[src/rtl/sd_clk_gen.sv]
// sd_clk_gen: programmable SD-card clock generator.
// Produces a registered, glitch-free sd_clk from clk. The output period is
// 2*(div+1) clk cycles. The generator runs continuously while en is held,
// or emits a burst of exactly burst_len rising edges on a burst_start pulse.
// A high phase always completes, and a new divider value takes effect only
// at a falling transition or at start, so sd_clk never shows a runt pulse.
module sd_clk_gen #(
  parameter int CNT_W   = 16,
  parameter int BURST_W = 8
) (
  input  logic               clk,
  input  logic               reset,
  input  logic               en,
  input  logic [CNT_W-1:0]   div,
  input  logic               burst_start,
  input  logic [BURST_W-1:0] burst_len,
  output logic               sd_clk,
  output logic               rise_stb,
  output logic               fall_stb,
  output logic               busy,
  output logic               burst_done
);

  typedef enum logic [1:0] {
    IDLE     = 2'd0,
    RUN_LOW  = 2'd1,
    RUN_HIGH = 2'd2
  } state_t;

  state_t             state;
  logic [CNT_W-1:0]   cnt;
  logic [CNT_W-1:0]   div_q;
  logic [BURST_W-1:0] remaining;
  logic               burst_mode;
  logic               stop;

  // Stop request: a continuous run ends when en drops; a burst ends when
  // every requested rising edge has been issued. en has no effect in burst mode.
  always_comb begin
    stop = burst_mode ? (remaining == '0) : !en;
  end

  // Phase sequencer: owns the state, the phase counter, the burst
  // bookkeeping and every registered output.
  // NOTE: all sequential state uses non-blocking assignments so that each
  // register sees the pre-edge values of the others, however the block is ordered.
  always_ff @(posedge clk) begin
    // NOTE: every register here is a plain flop, not a memory, so the
    // synchronous reset clears all of it, including divider and burst counters.
    if (!reset) begin
      state      <= IDLE;
      cnt        <= '0;
      div_q      <= '0;
      remaining  <= '0;
      burst_mode <= 1'b0;
      sd_clk     <= 1'b0;
      rise_stb   <= 1'b0;
      fall_stb   <= 1'b0;
      busy       <= 1'b0;
      burst_done <= 1'b0;
    end else begin
      // Strobes default low; each is raised only in its transition cycle.
      rise_stb   <= 1'b0;
      fall_stb   <= 1'b0;
      burst_done <= 1'b0;

      case (state)
        IDLE: begin
          sd_clk <= 1'b0;
          if (burst_start) begin
            // Burst takes priority over en.
            div_q <= div;
            cnt   <= '0;
            if (burst_len == '0) begin
              // Empty burst: report completion, generate no edges.
              burst_done <= 1'b1;
              remaining  <= '0;
              burst_mode <= 1'b0;
            end else begin
              remaining  <= burst_len;
              burst_mode <= 1'b1;
              state      <= RUN_LOW;
              busy       <= 1'b1;
            end
          end else if (en) begin
            div_q      <= div;
            cnt        <= '0;
            burst_mode <= 1'b0;
            state      <= RUN_LOW;
            busy       <= 1'b1;
          end
        end

        RUN_LOW: begin
          if (stop) begin
            // Leaving from the low phase: sd_clk is already 0, no strobe.
            state <= IDLE;
            busy  <= 1'b0;
            cnt   <= '0;
          end else if (cnt == div_q) begin
            state    <= RUN_HIGH;
            sd_clk   <= 1'b1;
            rise_stb <= 1'b1;
            cnt      <= '0;
            if (burst_mode && remaining != '0) begin
              remaining <= remaining - 1'b1;
            end
          end else begin
            cnt <= cnt + 1'b1;
          end
        end

        RUN_HIGH: begin
          if (cnt == div_q) begin
            // Falling transition: the only point where a new divider is taken.
            sd_clk   <= 1'b0;
            fall_stb <= 1'b1;
            cnt      <= '0;
            div_q    <= div;
            if (stop) begin
              state      <= IDLE;
              busy       <= 1'b0;
              burst_done <= burst_mode;
              burst_mode <= 1'b0;
            end else begin
              state <= RUN_LOW;
            end
          end else begin
            cnt <= cnt + 1'b1;
          end
        end

        default: begin
          state  <= IDLE;
          busy   <= 1'b0;
          sd_clk <= 1'b0;
        end
      endcase
    end
  end

endmodule

[config.mk]
export PLATFORM = sky130hd
export DESIGN_NAME = sd_clk_gen
export DESIGN_NICKNAME = d
export VERILOG_FILES = /design/src/rtl/sd_clk_gen.sv
export SDC_FILE = /design/constraint.sdc
export NUM_CORES = 1
export LEC_CHECK = 0
export CAP_MARGIN = 20
export CORE_UTILIZATION = 63
export CTS_BUF_LIST = sky130_fd_sc_hd__clkbuf_4
export DETAILED_ROUTE_END_ITERATION = 8
export PLACE_DENSITY = 0.95
export SYNTH_ARGS = -nofsm -noshare
export SYNTH_HDL_FRONTEND = slang
export SYNTH_SLANG_ARGS = --single-unit
[constraint.sdc]
create_clock -name clk -period 5.7 [get_ports clk]
set_input_delay 1.14 -clock clk [delete_from_list [all_inputs] [get_ports clk]]
set_output_delay 1.14 -clock clk [all_outputs]
set_load 0.005 [all_outputs]
==> flow_summary.toml <==
[status]
outcome = "finished clean"

[placement]
io_buffer_count = 32
place_hpwl_mm = 5.007
pre_cts_slack_ps = 2535
gp_congestion = 0.8710

[cells_and_area]
fin_nets = 396
layout_common_cells = "nand2_1 (57), dfxtp_1 (48), clkdlybuf4s50_1 (32), mux2i_1 (18), nor2_1 (17)"
final_common_cell = "nand2_1"
final.fill_count = 327
diodes = 0
area_delta_synth_final_pct = 11.36
layout-drive-gt1-share_pct = 8.540

[sta]
rsz0062_at_grt = "false"
layout_setup_ws_ps = 2889
worst_pin_slew_ps = 724.0
setup_viol = 0
finalClockSkew_ps = 16.06
finalCritPeriodShare_pct = 49.32
final.setup.tns_ps = 0
min_period_ps = 2811
clock.fmax_mhz = 355.7
slew-limit-headroom_pct = 51.29
slew_violations = 0
hold_viol_final = 0

[yosys]
syn_area_um2 = 2963
ys_seq_area_share_pct = 32.43
syn_inst = 338
synth_ff_type = "dfxtp_1"
async_flop_share_pct = 0
synth_edf_count = 0
synth_nets = 372
synth_warnings = 0
ys_ff_latch = 48
post_synth_num_cell_types = 62
synth.avg_cell_area_um2 = 8.766

[power_and_ir_drop]
p_per_area_nw_per_um2 = 277.9
leakage_nw = 1.289
ir_drop_uv = 205.7

[critical_path]
required_ps = 5950
worstSetupEndpointType = "flop"
crit_type = "in2reg"
critPathArrivalTime_ps = 3060
crit_fanout = 10
cp-start-kind = "primary input"

[grt]
grt_max_degree = 47
grt_pass1_wl_mm = 11.63
grt_overflow_total = 0
antenna_found_initial = 0
grt.total_usage_pct = 29.38
grt_pass1_vias = 2544

[route]
wire_per_inst_um = 16.95
drcViolationCount = 0
dr.pass1.iters = 6
drtIter0Drc = 377
viasPerCell = 6.641
drt_wl_total_mm = 7.034
drtAntennaViolNets = 0
vias = 2756

[clock_network]
cts_root_buffer = "clkbuf_4"
cts_tree = "done"
clock_sinks = 48
clk-insertion-delay-late_ps = 380
htreeDepth = 2
cts.path.max_buffers = 2
post_cts_resized = 0
path_clk_slew_ps = 150
ctsHoldBuffers = 0
cts_buffers = 5
post_cts_buffers = 0

[floorplan]
die_w_um = 70.58
pin_count = 33
initial_core_util_pct = 66.67
die_area_um2 = 4981
die_height_um = 70.58
rows = 24
core_area_um2 = 4444

[job]
maxCapViolCount = 0

[worst_hold_path]
hold_path_class = "reg2reg"
==> state kept, by name (all words and copies together), names as in the netlist <==
name        cells
cnt            16
div_q          16
remaining       8
state           2
burst_done      1
burst_mode      1
busy            1
fall_stb        1
rise_stb        1
sd_clk          1
==> worst max-delay path, stage by stage <==
cell and delay [ps]:
clkdlybuf4s50_1 600, nor2b_1 120, a2111oi_4 630, nor2_2 140, o311ai_1 320, a21oi_1 110
==> cell usage after synthesis (6+ instances only) <==
library cell | n | share of area [%]
ha_1 | 6 | 2.5
o31ai_1 | 11 | 2.8
nand3_1 | 15 | 2.5
nand2_1 | 57 | 7.2
clkbuf_1 | 8 | 1.0
mux2i_1 | 18 | 6.1
a21oi_1 | 9 | 1.5
xor2_1 | 16 | 4.7
nand4_1 | 6 | 1.3
dfxtp_1 | 48 | 32
a31oi_1 | 10 | 2.1
nor2_1 | 17 | 2.2
nor3_1 | 7 | 1.2
inv_1 | 14 | 1.8
a22o_1 | 8 | 2.4
==> metrics by stage <==
stage	hold WS (ps)	power, mW	std cells	util [%]	instance area, um^2
finish	481.3	0.9170	415	74.24	3299
global route	500.9	0.9623	415	74.24	3299
CTS	483.5	0.9132	415	74.24	3299
detailed placement	461.5	0.7545	407	72.97	3243
global placement	455.0	0.7400	407	72.97	3243
floorplan	446.3	0.6868	338	-	2963
==> where the power goes <==
part	total, mW	internal, mW	switching [mW]
clock network	0.162	0.0466	0.115
registers	0.406	0.371	0.0351
logic	0.348	0.145	0.204
==> cell families (layout without fill, tap and decap cells) <==
group,after synthesis,in the layout,synth area share (%)
flip-flops,48,48,32.43
adder cells (fa/ha/maj),6,6,2.534
multiplexers,18,18,6.081
buffers and inverters,30,55,5.574
AND/OR/NAND/NOR,146,146,27.91
XOR/XNOR,17,17,5.025
AO/OA/AOI/OAI,73,73,20.44
==> metal layers <==
layer	global-route usage, %	vias up	part of all wire, %
li1	-	1300	-
met5	0	-	0
met1	39.17	1290	42
met4	11.11	0	2.3
met2	47.36	146	47
met3	5.983	20	8.0
==> area by class of cell <==
cell class	instances	area (um^2)	share of cell area, %
tap	52	65.06	1.972
multi-input combinational	260	1837	55.67
clock buffer	5	37.54	1.138
timing repair buffer	33	327.8	9.936
sequential	48	960.9	29.12
inverter	14	52.55	1.593
clock inverter	3	18.77	0.5688
==> worst paths after layout <==
kind / endpoint / from / slack, ps / cells after the start
setup / recovery: remaining[3] / burst_start / 2890 / 6
hold / removal: div_q[14] / div_q[14] / 480 / 2
setup reg to reg: div_q[8] / cnt[9] / 2940 / 5
hold reg to reg: div_q[14] / div_q[14] / 480 / 2
(Power assumes the default switching activity.)
